--- config.mk ---
export PLATFORM = sky130hd
export DESIGN_NAME = json_scan_ctrl
export DESIGN_NICKNAME = d
export VERILOG_FILES = /design/src/rtl/json_scan_ctrl.sv
export SDC_FILE = /design/constraint.sdc
export NUM_CORES = 1
export LEC_CHECK = 0
export CELL_PAD_IN_SITES_DETAIL_PLACEMENT = 1
export CELL_PAD_IN_SITES_GLOBAL_PLACEMENT = 2
export CORE_UTILIZATION = 40
export CTS_CLUSTER_DIAMETER = 60
export DETAILED_ROUTE_END_ITERATION = 12
export GPL_TIMING_DRIVEN = 0
export PLACE_DENSITY = 0.82
export SYNTH_ARGS = -nofsm -noshare
export SYNTH_HDL_FRONTEND = slang
export SYNTH_SLANG_ARGS = --single-unit
export TNS_END_PERCENT = 30
--- constraint.sdc ---
create_clock -name clk -period 9 [get_ports clk]
set_input_delay 0.9 -clock clk [delete_from_list [all_inputs] [get_ports clk]]
set_output_delay 0.9 -clock clk [all_outputs]
set_load 0.05 [all_outputs]
--- src/rtl/json_scan_ctrl.sv ---
// Purpose : streaming JSON structural scanner; tracks nesting, string/escape
//           context and emits one token per structural byte, or the first error.
// Latency : token and done/err appear one cycle after the byte is accepted.
// Backpr. : one-entry token register; in_ready drops while a token is stalled.
// Ports   : clk/rst_n (async active-low); start pulse clears state and begins a
//           document; in_valid/in_ready/in_data/in_last byte stream in;
//           tok_valid/tok_ready/tok_kind/tok_idx/tok_depth token stream out;
//           busy, sticky done, sticky err with err_kind/err_idx.
module json_scan_ctrl #(
  parameter int MAX_DEPTH = 32,
  parameter int IDX_W     = 32,
  parameter int DEPTH_W   = $clog2(MAX_DEPTH + 1)
) (
  input  logic               clk,
  input  logic               rst_n,
  input  logic               start,
  input  logic               in_valid,
  output logic               in_ready,
  input  logic [7:0]         in_data,
  input  logic               in_last,
  output logic               tok_valid,
  input  logic               tok_ready,
  output logic [2:0]         tok_kind,
  output logic [IDX_W-1:0]   tok_idx,
  output logic [DEPTH_W-1:0] tok_depth,
  output logic               busy,
  output logic               done,
  output logic               err,
  output logic [2:0]         err_kind,
  output logic [IDX_W-1:0]   err_idx
);

  typedef enum logic [2:0] {
    S_IDLE = 3'd0,
    S_SCAN = 3'd1,
    S_STR  = 3'd2,
    S_ESC  = 3'd3,
    S_DONE = 3'd4,
    S_ERR  = 3'd5
  } state_t;

  localparam logic [2:0] K_OBJ_OPEN  = 3'd0;
  localparam logic [2:0] K_OBJ_CLOSE = 3'd1;
  localparam logic [2:0] K_ARR_OPEN  = 3'd2;
  localparam logic [2:0] K_ARR_CLOSE = 3'd3;
  localparam logic [2:0] K_STR_OPEN  = 3'd4;
  localparam logic [2:0] K_STR_CLOSE = 3'd5;
  localparam logic [2:0] K_COLON     = 3'd6;
  localparam logic [2:0] K_COMMA     = 3'd7;

  localparam logic [2:0] E_NONE       = 3'd0;
  localparam logic [2:0] E_UNBALANCED = 3'd1;
  localparam logic [2:0] E_MISMATCH   = 3'd2;
  localparam logic [2:0] E_DEPTH      = 3'd3;
  localparam logic [2:0] E_EOF_STR    = 3'd4;
  localparam logic [2:0] E_EOF_OPEN   = 3'd5;
  localparam logic [2:0] E_CTRL_STR   = 3'd6;

  localparam logic [7:0] C_LBRACE = 8'h7B;
  localparam logic [7:0] C_RBRACE = 8'h7D;
  localparam logic [7:0] C_LBRACK = 8'h5B;
  localparam logic [7:0] C_RBRACK = 8'h5D;
  localparam logic [7:0] C_QUOTE  = 8'h22;
  localparam logic [7:0] C_BSLASH = 8'h5C;
  localparam logic [7:0] C_COLON  = 8'h3A;
  localparam logic [7:0] C_COMMA  = 8'h2C;

  localparam logic [DEPTH_W-1:0] L_MAX_D = DEPTH_W'(MAX_DEPTH);
  localparam int                 STK_N   = 1 << DEPTH_W;

  state_t               r_state;
  state_t               w_nxt_state;
  logic [DEPTH_W-1:0]   r_depth;
  logic [STK_N-1:0]     r_stack;    // bit d holds type of level d+1: 1=object, 0=array
  logic [IDX_W-1:0]     r_idx;
  logic                 r_tok_vld;
  logic [2:0]           r_tok_kind;
  logic [IDX_W-1:0]     r_tok_idx;
  logic [DEPTH_W-1:0]   r_tok_depth;
  logic                 r_done;
  logic                 r_err;
  logic [2:0]           r_err_kind;
  logic [IDX_W-1:0]     r_err_idx;

  logic                 w_busy;
  logic                 w_acc;
  logic [DEPTH_W-1:0]   w_top_ptr;
  logic                 w_top_is_obj;
  logic                 w_emit;
  logic [2:0]           w_kind;
  logic [DEPTH_W-1:0]   w_tdepth;
  logic                 w_push;
  logic                 w_pop;
  logic                 w_is_obj;
  logic                 w_err_set;
  logic [2:0]           w_err_kind;
  logic                 w_done_set;
  logic [DEPTH_W-1:0]   w_depth_after;

  assign w_busy       = (r_state == S_SCAN) || (r_state == S_STR) || (r_state == S_ESC);
  assign in_ready     = w_busy && !start && (!r_tok_vld || tok_ready);
  assign w_acc        = in_valid && in_ready;
  assign w_top_ptr    = r_depth - DEPTH_W'(1);
  assign w_top_is_obj = r_stack[w_top_ptr];

  always_ff @(posedge clk or negedge rst_n) begin
    if (!rst_n) begin
      r_state <= S_IDLE;
    end else begin
      r_state <= w_nxt_state;
    end
  end

  always_comb begin
    w_nxt_state   = r_state;
    w_emit        = 1'b0;
    w_kind        = K_OBJ_OPEN;
    w_tdepth      = r_depth;
    w_push        = 1'b0;
    w_pop         = 1'b0;
    w_is_obj      = 1'b0;
    w_err_set     = 1'b0;
    w_err_kind    = E_NONE;
    w_done_set    = 1'b0;
    w_depth_after = r_depth;
    if (start) begin
      w_nxt_state = S_SCAN;
    end else if (w_acc) begin
      case (r_state)
        S_SCAN: begin
          case (in_data)
            C_LBRACE, C_LBRACK: begin
              w_is_obj = (in_data == C_LBRACE);
              if (r_depth == L_MAX_D) begin
                w_err_set  = 1'b1;
                w_err_kind = E_DEPTH;
              end else begin
                w_push   = 1'b1;
                w_emit   = 1'b1;
                w_kind   = w_is_obj ? K_OBJ_OPEN : K_ARR_OPEN;
                w_tdepth = r_depth + DEPTH_W'(1);
              end
            end
            C_RBRACE, C_RBRACK: begin
              w_is_obj = (in_data == C_RBRACE);
              if (r_depth == '0) begin
                w_err_set  = 1'b1;
                w_err_kind = E_UNBALANCED;
              end else if (w_top_is_obj != w_is_obj) begin
                w_err_set  = 1'b1;
                w_err_kind = E_MISMATCH;
              end else begin
                // close token carries the depth of the level being closed
                w_pop  = 1'b1;
                w_emit = 1'b1;
                w_kind = w_is_obj ? K_OBJ_CLOSE : K_ARR_CLOSE;
              end
            end
            C_QUOTE: begin
              w_emit      = 1'b1;
              w_kind      = K_STR_OPEN;
              w_nxt_state = S_STR;
            end
            C_COLON: begin
              w_emit = 1'b1;
              w_kind = K_COLON;
            end
            C_COMMA: begin
              w_emit = 1'b1;
              w_kind = K_COMMA;
            end
            default: ;
          endcase
        end
        S_STR: begin
          if (in_data == C_QUOTE) begin
            w_emit      = 1'b1;
            w_kind      = K_STR_CLOSE;
            w_nxt_state = S_SCAN;
          end else if (in_data == C_BSLASH) begin
            w_nxt_state = S_ESC;
          end else if (in_data < 8'h20) begin
            w_err_set  = 1'b1;
            w_err_kind = E_CTRL_STR;
          end
        end
        S_ESC: begin
          w_nxt_state = S_STR;
        end
        default: ;
      endcase

      if (w_push) begin
        w_depth_after = r_depth + DEPTH_W'(1);
      end else if (w_pop) begin
        w_depth_after = r_depth - DEPTH_W'(1);
      end

      // byte-level errors outrank the end-of-document checks
      if (!w_err_set && in_last) begin
        if ((w_nxt_state == S_STR) || (w_nxt_state == S_ESC)) begin
          w_err_set  = 1'b1;
          w_err_kind = E_EOF_STR;
        end else if (w_depth_after != '0) begin
          w_err_set  = 1'b1;
          w_err_kind = E_EOF_OPEN;
        end else begin
          w_done_set  = 1'b1;
          w_nxt_state = S_DONE;
        end
      end

      // the offending byte never produces a token
      if (w_err_set) begin
        w_emit      = 1'b0;
        w_push      = 1'b0;
        w_pop       = 1'b0;
        w_nxt_state = S_ERR;
      end
    end
  end

  always_ff @(posedge clk or negedge rst_n) begin
    if (!rst_n) begin
      r_depth     <= '0;
      r_stack     <= '0;
      r_idx       <= '0;
      r_tok_vld   <= 1'b0;
      r_tok_kind  <= '0;
      r_tok_idx   <= '0;
      r_tok_depth <= '0;
      r_done      <= 1'b0;
      r_err       <= 1'b0;
      r_err_kind  <= '0;
      r_err_idx   <= '0;
    end else if (start) begin
      r_depth     <= '0;
      r_stack     <= '0;
      r_idx       <= '0;
      r_tok_vld   <= 1'b0;
      r_done      <= 1'b0;
      r_err       <= 1'b0;
      r_err_kind  <= '0;
      r_err_idx   <= '0;
    end else if (w_acc) begin
      r_idx <= r_idx + IDX_W'(1);
      if (w_push) begin
        r_stack[r_depth] <= w_is_obj;
        r_depth          <= r_depth + DEPTH_W'(1);
      end else if (w_pop) begin
        r_depth <= r_depth - DEPTH_W'(1);
      end
      // acceptance implies the output register is empty or draining now
      r_tok_vld <= w_emit;
      if (w_emit) begin
        r_tok_kind  <= w_kind;
        r_tok_idx   <= r_idx;
        r_tok_depth <= w_tdepth;
      end
      if (w_err_set) begin
        r_err      <= 1'b1;
        r_err_kind <= w_err_kind;
        r_err_idx  <= r_idx;
      end
      if (w_done_set) begin
        r_done <= 1'b1;
      end
    end else if (tok_ready) begin
      r_tok_vld <= 1'b0;
    end
  end

  assign busy      = w_busy;
  assign tok_valid = r_tok_vld;
  assign tok_kind  = r_tok_kind;
  assign tok_idx   = r_tok_idx;
  assign tok_depth = r_tok_depth;
  assign done      = r_done;
  assign err       = r_err;
  assign err_kind  = r_err_kind;
  assign err_idx   = r_err_idx;

endmodule

Word level (Yosys, flattened, before mapping)
Index checks and enable logic that the tools add are counted.
- ROM bits: 0
- output and inout bits: 81
- flip-flop bits (word level): 184
- bits in writable memories: 0
- input port bits: 14
- latch bits: 0
- memories: 0
- multipliers: 0
- $lt $le $gt $ge: 4
- divide/modulo/power cells: 0
- bitwise operators: 1
- shift-type cells: 0
- equal/unequal tests: 15
- reduce and logical (&&, ||, !) cells: 28
- add/sub/neg operators: 3
- muxes and demuxes: 116
- operator list (cell ; count):
    2-to-1 mux 64 bit ; 3
    2-to-1 mux 32 bit ; 5
    2-to-1 mux 6 bit ; 11
    bitwise mux 64 bit ; 1
    2-to-1 mux 3 bit ; 21
    2-to-1 mux 1 bit ; 55
    == test 8 x 7 -> 1 bit (second input constant) ; 5
    adder 32 x 1 -> 32 bit (second input constant) ; 1
    == test 8 x 6 -> 1 bit (second input constant) ; 3
    2-to-1 mux 2 bit ; 8
    case mux 3 bit (5 select lines) ; 1
    less-than comparator 6 x 7 -> 1 bit (second input constant) ; 2
    == test 3 x 2 -> 1 bit (second input constant) ; 4
    case mux 3 bit (2 select lines) ; 2
    case mux 3 bit (3 select lines) ; 1
    less-than comparator 8 x 6 -> 1 bit (second input constant) ; 1
    case mux 1 bit (2 select lines) ; 4
    AND reduction 2 bit ; 4
    nonzero test 2 bit ; 4
    adder 6 x 1 -> 6 bit (second input constant) ; 1
    binary-select mux 1 bit (select 6 bit) ; 1
    demux 1 bit (select 6 bit) ; 1
    == test 6 bit (second input constant) ; 1
    greater-or-equal comparator 6 x 1 -> 1 bit (second input constant) ; 1
    other kinds (15) ; 26

Longest topological paths before layout
Gate-level depths: netlist (run 1).
- depth in word-level cells: 27
- depth in mapped cells: 19
- mapped depth without buffers: 14

Least setup slack after synthesis (run 1)
Ideal clock, no wire load.
- path type: reg-to-reg
- start point: register r_depth[0]
- end point: register r_tok_depth[2], in the netlist tok_depth[2]
- path buffers: 5
- clock period less this slack: 4.947 ns
- stages on the path, launching flop included: 20
- setup time: 0.125 ns
- slack: 4.053 ns
- data required time: 8.875 ns
- arrival: 4.822 ns
- cell sequence: dfrtp_1 > buf_2 > clkinv_1 > ha_1 > buf_1 > clkbuf_1 > mux4_2 > mux4_2 > mux2i_1 > nand2_1 > o21ai_0 > ha_1 > a31oi_1 > and4b_1 > o211ai_1 > a21o_1 > a311o_1 > buf_6 > buf_6 > mux2_4
- cells in the longest elaborated chain, start to end: 24
- elaborated cells between the ends (all ways): 46
- RTL lines (item ; line ; text):
    from (decl) ; 73 ; logic [DEPTH_W-1:0] r_depth;
    from (signal assigned) ; 249 ; r_depth <= r_depth + DEPTH_W'(1);
    from (signal assigned) ; 251 ; r_depth <= r_depth - DEPTH_W'(1);
    subtractor 6 x 1 -> 6 bit ; 103, 196 ;
    binary-select mux 1 bit (select 6 bit) ; 104 ; assign w_top_is_obj = r_stack[w_top_ptr];
    2-to-1 mux 1 bit (not written as such) ; 104 ;
    inequality test 1 bit ; 149 ; end else if (w_top_is_obj != w_is_obj) begin
    2-to-1 mux 1 bit ; 149 ;
    2-to-1 mux 1 bit ; 146 ; if (r_depth == '0) begin
    2-to-1 mux 1 bit ; 131 ; case (in_data)
    2-to-1 mux 1 bit ; 129 ; case (r_state)
    [... 8 more ...] ; - ;
    2-to-1 mux 1 bit ; 201 ; if ((w_nxt_state == S_STR) || (w_nxt_state == S_ESC)) begin
    2-to-1 mux 1 bit ; 200 ; if (!w_err_set && in_last) begin
    2-to-1 mux 1 bit ; 128 ; end else if (w_acc) begin
    2-to-1 mux 1 bit ; 126 ; if (start) begin
    2-to-1 mux 1 bit ; 214 ; if (w_err_set) begin
    2-to-1 mux 1 bit ; 128 ;
    2-to-1 mux 1 bit ; 126 ;
    AND reduction 3 bit (no source line) ; - ;
    to (signal assigned) ; 258 ; r_tok_depth <= w_tdepth;
    to (decl) ; 79 ; logic [DEPTH_W-1:0] r_tok_depth;
Several ways; a longest one is shown, not always the timed one. The select of a mux whose other input is x is not followed.
A chain may end at the register's enable or synchronous reset.

Final worst setup path (run 1)
- start point: register r_depth[0]
- end point: register r_err_idx[16], in the netlist err_idx[16]
- cells in the longest elaborated chain, start to end: 24
- elaborated cells between the ends (all ways): 41
- RTL lines (item ; line ; text):
    subtractor 6 x 1 -> 6 bit ; 103, 196 ;
    binary-select mux 1 bit (select 6 bit) ; 104 ;
    2-to-1 mux 1 bit (not written as such) ; 104 ;
    inequality test 1 bit ; 149 ;
    2-to-1 mux 1 bit ; 149 ;
    2-to-1 mux 1 bit ; 146 ;
    2-to-1 mux 1 bit ; 131 ;
    2-to-1 mux 1 bit ; 129 ;
    [... 8 more ...] ; - ;
    2-to-1 mux 1 bit ; 201 ;
    2-to-1 mux 1 bit * ; 200 ;
    2-to-1 mux 1 bit * ; 128 ;
    2-to-1 mux 1 bit * ; 126 ;
    2-to-1 mux 1 bit * ; 128 ;
    2-to-1 mux 1 bit * ; 126 ;
    nonzero test 2 bit (no source line) * ; - ;
    AND reduction 2 bit (no source line) * ; - ;
    to (signal assigned) ; 263 ; r_err_idx <= r_idx;
    to (decl) ; 83 ; logic [IDX_W-1:0] r_err_idx;
Every way passes the cells marked *; elsewhere a longest branch is shown, timed or not. The select of a mux whose other input is x is not followed.

==> flow_summary.toml, run 1 <==
[critical_path]
rrSetupSlack_ps = 2200
critical_path_peak_fanout = 10
criticalPathCategory = "reg2reg"
critical-path-max-stage-delay_ps = 620
cp.required_ps = 9320
start_kind = "flop"
arrival_ps = 7120
cp-end-kind = "flop"
worstPathCellList = "buf_2 -> clkinv_1 -> ha_1 -> buf_1 -> clkbuf_1 -> mux4_2 -> mux4_2 -> mux2i_1 -> nand2_1 -> o21ai_0 -> ha_1 -> a31oi_1 -> and4b_1 -> o211ai_1 -> a21o_1 -> nand2_1 -> buf_2 -> mux2_2"
rr_worst_depth = 18
rr_startpoint = "r_depth[0]"
timing.rr.end = "err_idx[16]"
cp_slowest_cell = "buf_1"

[global_routing]
antenna_found_initial = 0
grt_max_degree = 120
grt_pass1_wl_um = 46060
grt_pass1_vias = 7725
grt_usage_pct = 25.22
grt.overflow.total = 0

[logic_synthesis]
synth_area_um2 = 9407
synth_seq_cells = 184
synth_top_family_by_area = "multiplexers"
avgSynthCellArea_um2 = 11.11
synth_compound_area_share_pct = 14.11
ys.flop_type = "dfrtp_1"
synth_xor_area_share_pct = 2.700
yosys.area_share.adder_pct = 0.6651
synthMuxAreaShare_pct = 15.86
synthSimpleGateAreaFrac_pct = 14.34
ys_warn_count = 0
netlist_instances = 847
netlist-cell-type-count = 68
async_flop_share_pct = 100.0
yosysSeqAreaShare_pct = 48.95
synth_edf_count = 0
synth_nets = 866

[detailed_routing]
vias = 7373
routedWlPerCell_um = 22.36
wl_um = 28760
antenna_left = 0
drc = 0
drt_first_pass_iters = 4
via_per_inst = 5.733
drt-initial-drc-count = 480

[floorplan]
dieArea_um2 = 24130
rows = 55
ios = 95
die_w_um = 155.4
start_util_pct = 41.17
die_h_um = 155.4
core_um2 = 22850

[sta]
max_freq_ghz = 0.1471
finalHoldViolCount = 0
slew_headroom_pct = 24.05
slew_viol_final = 0
holdWs_ps = 407.0
worst_pin_slew_ps = 1131
finalCritPeriodShare_pct = 75.51
setup_tns_ps = 0
setup_viol = 0
rsz0062_at_grt = "no"
min_period_ps = 6796
skew_ps = 15.95

[run_status]
outcome = "completed"

[power_and_ir_drop]
peakVddDrop_uv = 90.59
cellPowerDensity_nw_per_um2 = 154.3
leakagePower_uw = 0.004875

[final_layout]
seqCellArea_um2 = 4604
multi_input_area_um2 = 4484
layout-drive-gt1-share_pct = 15.11
area_delta_synth_final_pct = 20.72
diodes = 0
final_net_count = 979
final_core_util_pct = 49.70
fill_cells = 2455

[clocking]
cts.clk_slew.worst_paths_ps = 70
hold_buffers = 0
root_buffer = "clkbuf_16"
h-tree-depth = 4
cts-resized-gates = 0
clk_latency_ps = 440
clock_sinks = 184
post_cts_buffers = 0
cts_made_buffers = 17
cts_tree = "built"
clk_path_buf_depth = 2

[place]
dpl.hpwl_um = 19830
place_congestion = 0.8168
port_buffers = 93

[hold_path]
min_path_type = "in2async"

[run]
maxCapViolations = 0
-- cell type report --
type                    instances  share of cell area, %
clock inverters                14                  1.366
well taps                     313                  3.449
plain buffers                  54                  2.204
repair buffers                 94                  8.484
flip-flops and latches        184                  40.55
multi-input cells             591                  39.49
inverters                      18                 0.5950
clock buffers                  18                  3.867
-- cells in the mapped netlist (10+ instances only) --
| master | count | area share [%] |
|---|---|---|
| o211ai_1 | 65 | 5.2 |
| mux4_2 | 19 | 4.5 |
| nor2b_1 | 34 | 2.3 |
| dfrtp_1 | 184 | 49 |
| and3_1 | 14 | 0.93 |
| a21oi_1 | 19 | 1.0 |
| nand2_1 | 54 | 2.2 |
| mux2_2 | 33 | 4.0 |
| or3_1 | 12 | 0.80 |
| o21ai_0 | 63 | 3.4 |
| nor2_1 | 50 | 2.0 |
| inv_1 | 17 | 0.68 |
| o21ai_1 | 21 | 1.1 |
| nand3_1 | 28 | 1.5 |
| nor3_1 | 10 | 0.53 |
| xnor2_1 | 16 | 1.5 |
| xor2_1 | 13 | 1.2 |
| mux2_4 | 39 | 6.2 |
| clkbuf_1 | 36 | 1.4 |
-- logic make-up after synthesis --
kind of cell	count (synthesis)
AOI/OAI and AO/OA	206
xor gates and xnor gates	29
adders and majority gates	5
buffers and inverters	72
DFF	184
muxes	100
and+or+nand+nor	251
-- per-layer routing --
| metal | global-route usage [%] | share of wire [%] | up-vias |
|---|---|---|---|
| met4 | 7.890 | 2.3 | 0 |
| met3 | 3.482 | 3.3 | 38 |
| li1 | - | - | 3349 |
| met5 | 0 | 0 | - |
| met1 | 34.91 | 47 | 3823 |
| met2 | 41.00 | 48 | 163 |
-- placed cells by master (no fill, tap or decap), types with 19 or more instances in the layout --
cell	n
o211ai_1	65
mux4_2	19
a21oi_1	19
clkdlybuf4s50_1	92
o21ai_1	21
nor2b_1	34
mux2_2	33
mux2_4	39
nor2_1	50
nand3_1	28
clkbuf_1	36
o21ai_0	63
nand2_1	54
dfrtp_1	184
-- sequential cells by signal, indices dropped and copies added, names as in the netlist --
signal / flops
tok_valid: 1
r_depth: 6
tok_kind: 3
tok_depth: 6
err: 1
err_kind: 3
done: 1
r_state: 3
r_idx: 32
err_idx: 32
tok_idx: 32
r_stack: 64
-- worst max-delay path: cells and delay by family (launching register included) --
family / cells / cell delay, ps
compound gates: 4 / 820
fa+ha+maj: 2 / 800
buf+inv: 5 / 2380
flops: 1 / 350
mux: 4 / 1500
simple gates: 3 / 810
-- stage by stage --
step | cell area [um^2] | total power (uW) | setup WS (ps) | std cells
2_1_floorplan | 9407 | 942.9 | 4053 | 847
3_3_place_gp | 10730 | 1010 | -1104 | 1253
3_5_place_dp | 10760 | 1012 | 2306 | 1254
4_1_cts | 11360 | 1765 | 2208 | 1286
5_1_grt | 11360 | 1811 | 1859 | 1286
6_report | 11360 | 1752 | 2204 | 1286
-- power by group --
part           total [uW]  internal, uW  switching, uW
combinational         158          44.2            114
clock                 756           379            377
sequential            838           832           5.83
-- how the worst max path moves through the flow --
stage / startpoint / endpoint / slack [ps] / cells past startpoint
CTS: r_depth[0] / err_idx[16] / 2210 / 18
finish: r_depth[0] / err_idx[16] / 2200 / 18
global placement: rst_n / tok_idx[22] / -1100 / 1
detailed placement: r_depth[0] / err_idx[14] / 2310 / 18
global route: r_depth[0] / err_idx[16] / 1860 / 18
floorplan: r_depth[0] / tok_depth[2] / 4050 / 19
No activity file was read; power rests on OpenSTA's default activity.
==> inputs of run 2 (changes only) <==
- CORE_UTILIZATION: 40 -> 38
- PLACE_DENSITY: 0.82 -> 0.78
- clock period: 9 -> 6.3 ns (I/O delays scaled with it)
==> flow_summary.toml, run 2 (synthesized netlist as in run 1, its figures left out) <==
[run_status]
outcome = "completed"

[floorplan]
die_w_um = 159.3
core_um2 = 24320
ios = 95
dieArea_um2 = 25390
start_util_pct = 38.68
rows = 57
die_h_um = 159.3

[sta]
slew_viol_final = 0
setup_tns_ps = 0
rsz0062_at_grt = "no"
skew_ps = 22.51
slew_headroom_pct = 33.08
setup_viol = 0
fin_ws_ps = 365.0
max_freq_ghz = 0.1685
min_period_ps = 5935
finalHoldViolCount = 0
worst_pin_slew_ps = 996.2
finalCritPeriodShare_pct = 94.21

[detailed_routing]
antenna_left = 0
drc = 0
drt_first_pass_iters = 4
drt-initial-drc-count = 488
wl_um = 28580
via_per_inst = 5.648
vias = 7320
routedWlPerCell_um = 22.05

[critical_path]
arrival_ps = 6260
cp-end-kind = "flop"
critPathLaunch = "r_depth[0]"
critical_path_peak_fanout = 12
criticalPathCategory = "reg2reg"
worstPathCellList = "buf_2 -> clkinv_1 -> ha_2 -> clkbuf_2 -> mux4_2 -> mux4_2 -> mux2i_1 -> nand2_1 -> o21ai_0 -> ha_1 -> a31oi_1 -> and4b_1 -> o211ai_1 -> a21o_1 -> nand2_2 -> buf_2 -> mux2_2"
start_kind = "flop"
cp_slowest_cell = "ha_2"
crit_buf_inv = 4
cp.required_ps = 6630
crit_family = "buffers and inverters"
rr_startpoint = "r_depth[0]"
critical-path-max-stage-delay_ps = 690

[final_layout]
final_cell_area_um2 = 11410
area_delta_synth_final_pct = 21.26
final_core_util_pct = 46.90
layout-drive-gt1-share_pct = 15.53
diodes = 0
final_cell_mix = "dfrtp_1, clkdlybuf4s50_1, o211ai_1"
final_net_count = 978
largest_register_ffs = 64
final_common_cell = "dfrtp_1"
regMostFlops = "r_stack"

[run]
maxCapViolations = 0

[place]
place_congestion = 0.8085
dpl.hpwl_um = 19940
place_area_um2 = 10780
dp_slack_ps = -411.6
port_buffers = 93

[global_routing]
grt_pass1_wl_um = 46520
grt_max_degree = 99
grt.overflow.total = 0
grt_pass1_vias = 7728
grt_usage_pct = 23.82
antenna_found_initial = 0

[clocking]
h-tree-depth = 4
cts_made_buffers = 17
cts_tree = "built"
root_buffer = "clkbuf_16"
cts.clk_slew.worst_paths_ps = 80
hold_buffers = 0
clk_latency_ps = 450
clock_sinks = 184
post_cts_buffers = 0
clk_path_buf_depth = 2

[hold_path]
min_path_type = "in2async"

[power_and_ir_drop]
total_power_uw = 2547
p_sw_uw = 749.0
p_comb_share_pct = 8.9
p_sw_share_pct = 29.41
cellPowerDensity_nw_per_um2 = 223.3
seq_power_share_pct = 47.0
p_clk_share_pct = 44.1
leakagePower_uw = 0.004900
p_int_uw = 1798
peakVddDrop_uv = 135.9
-- run 2: cell count changes in the layout (fill, tap and decap cells not counted), sizes merged --
cell,change
clkinvlp,-2
inv,+2
buf,-1
clkbuf,-1
clkinv,+1
-- run 2: what timing repair did --
item                       4_1_cts  5_1_grt
resized for setup                2        2
setup endpoints to repair       75       54
pin swaps                        0        0
cloned                           0        0
-- run 2: path summary, 6_finish.rpt --
path | end | cells after the start | slack, ps
setup / recovery | err_idx[16] | 17 | 360
hold / removal | tok_kind[0] | 1 | 200
setup reg to reg | err_idx[16] | 17 | 360
hold reg to reg | tok_depth[1] | 1 | 510
max in group asynchronous | r_stack[11] | 2 | 5170
min in group clk | tok_depth[1] | 1 | 510
-- run 2: per-stage QoR --
step                cells  hold WS [ps]
detailed placement   1265         496.1
global route         1296         250.0
CTS                  1296         222.0
floorplan             847         334.4
global placement     1264         492.1
finish               1296         203.2
-- run 2: layer usage --
layer | track usage, % | wire [um] | up-vias
li1 | - | - | 3344
met1 | 33.52 | 13330 | 3740
met2 | 38.16 | 13620 | 197
met3 | 3.230 | 997 | 39
met4 | 7.517 | 624 | 0
met5 | 0 | 0 | -
-- run 2: area by class of cell --
type | instances | area (um^2)
Buffer | 53 | 247.7
Sequential cell | 184 | 4604
Fill cell | 2634 | 12910
Clock inverter | 15 | 195.2
Clock buffer | 17 | 425.4
Inverter | 18 | 67.56
Timing Repair Buffer | 94 | 963.4
Tap cell | 324 | 405.4
Multi-Input combinational cell | 591 | 4497
-- run 2: power by group through the flow --
stage                     Clock (uW)  Sequential (uW)  Combinational (uW)
after detailed placement           0             1220                 227
after global placement             0             1220                 223
after global routing            1180             1200                 248
final                           1120             1200                 227
after CTS                       1140             1200                 228
after floorplan                    0             1230                 115
==> inputs of run 3 (changes only) <==
- CORE_UTILIZATION: 38 -> 35
- PLACE_DENSITY: 0.78 -> 0.73
==> flow_summary.toml, run 3 (synthesized netlist as in run 1, its figures left out) <==
[run_status]
outcome = "complete, but fails checks"
failed_checks = "DRC"

[final_layout]
diodes = 0
fin_cells = 1307
multi_input_area_um2 = 4497
layout-drive-gt1-share_pct = 15.53
fill_cells = 2860
area_delta_synth_final_pct = 21.76
final_common_cell = "dfrtp_1"
regMostFlops = "r_stack"
seqCellArea_um2 = 4604
final_net_count = 978
final_cell_mix = "dfrtp_1, clkdlybuf4s50_1, o211ai_1"
largest_register_ffs = 64

[critical_path]
worstPathCellList = "clkbuf_1 -> inv_1 -> ha_2 -> clkbuf_2 -> mux4_2 -> mux4_2 -> mux2i_1 -> nand2_1 -> o21ai_0 -> ha_1 -> a31oi_1 -> and4b_1 -> o211ai_1 -> a21o_1 -> nand2_2 -> buf_2 -> mux2_2"
start_kind = "flop"
crit_family = "multiplexers"
cpMostUsedCell = "mux4_2"
critical_path_peak_fanout = 12
cp.required_ps = 6630
critical-path-max-stage-delay_ps = 630
criticalPathCategory = "reg2reg"
arrival_ps = 6240
cp-end-kind = "flop"
cp_slowest_cell = "ha_2"
crit_buf_inv = 4

[sta]
max_freq_ghz = 0.1691
fin_ws_ps = 386.7
skew_ps = 18.78
finalCritPeriodShare_pct = 93.86
rsz0062_at_grt = "no"
min_period_ps = 5913
finalHoldViolCount = 0
setup_viol = 0
slew_viol_final = 0
worst_pin_slew_ps = 1035
holdWs_ps = 285.9
slew_headroom_pct = 30.97

[place]
port_buffers = 93
place_congestion = 0.7862
dp_slack_ps = -490.8
dpl.hpwl_um = 20410
place_inst = 1276

[clocking]
post_cts_buffers = 0
cts_made_buffers = 17
hold_buffers = 0
h-tree-depth = 4
clk_path_buf_depth = 2
cts_tree = "built"
clk_latency_ps = 450
cts.clk_slew.worst_paths_ps = 80
root_buffer = "clkbuf_16"
clock_sinks = 184

[floorplan]
die_w_um = 165.9
start_util_pct = 35.89
ios = 95
rows = 59
dieArea_um2 = 27540
die_h_um = 165.9
core_um2 = 26210

[detailed_routing]
wl_um = 29470
antenna_left = 0
via_per_inst = 5.657
drc = 12
drt-initial-drc-count = 418
vias = 7394
drt_first_pass_iters = 9
routedWlPerCell_um = 22.55

[hold_path]
min_path_type = "in2async"

[power_and_ir_drop]
leakagePower_uw = 0.004923
p_comb_share_pct = 8.7
p_sw_uw = 727.1
total_power_uw = 2609
p_clk_share_pct = 45.4
peakVddDrop_uv = 141.8
p_sw_share_pct = 27.87
cellPowerDensity_nw_per_um2 = 227.8
seq_power_share_pct = 45.9
p_int_uw = 1882

[run]
maxCapViolations = 0

[global_routing]
grt_pass1_vias = 7716
grt_usage_pct = 22.23
grt_pass1_wl_um = 47000
grt_max_degree = 114
grt.overflow.total = 0
antenna_found_initial = 0
## run 3: layout make-up
type                            instances  share of cell area (%)
Clock inverter                         14                   1.879
Clock buffer                           18                   3.834
Buffer                                 53                   2.163
Timing Repair Buffer                   94                   8.412
Sequential cell                       184                   40.20
Multi-Input combinational cell        591                   39.26
Inverter                               18                  0.5899
Tap cell                              335                   3.660
## run 3: path summary, 6_finish.rpt
check	cells past startpoint	end	slack, ps	start
setup / recovery	17	err_idx[27]	390	r_depth[1]
max in group asynchronous	2	err_idx[17]	5150	rst_n
setup reg to reg	17	err_idx[27]	390	r_depth[1]
hold / removal	1	tok_kind[1]	290	rst_n
min in group clk	1	tok_kind[2]	510	tok_kind[2]
hold reg to reg	1	tok_kind[2]	510	tok_kind[2]
## run 3: routing by layer
layer	up-vias	GRT usage, %	wire length, um
li1	3348	-	-
met1	3814	30.71	13800
met2	191	35.79	13910
met3	41	3.265	1093
met4	0	7.314	674
met5	-	0	0
## run 3: power groups by stage
| stage | sequential [uW] | clock (uW) | combinational, uW |
|---|---|---|---|
| global route | 1200 | 1260 | 249 |
| finish | 1200 | 1190 | 227 |
| global placement | 1220 | 0 | 225 |
| detailed placement | 1220 | 0 | 228 |
| CTS | 1200 | 1210 | 229 |
| floorplan | 1230 | 0 | 115 |
## run 3: what timing repair did
item,4_1_cts,5_1_grt
hold endpoints to repair,0,0
gates cloned,0,0
resized for setup,3,1
setup endpoints to repair,77,24
## run 3: stage by stage
step	area (um^2)	util (%)	setup TNS [ps]
2_1_floorplan	9407	-	0
3_3_place_gp	10760	41.05	-695280
3_5_place_dp	10790	41.17	-20820
4_1_cts	11450	43.70	0
5_1_grt	11450	43.70	0
6_report	11450	43.70	0
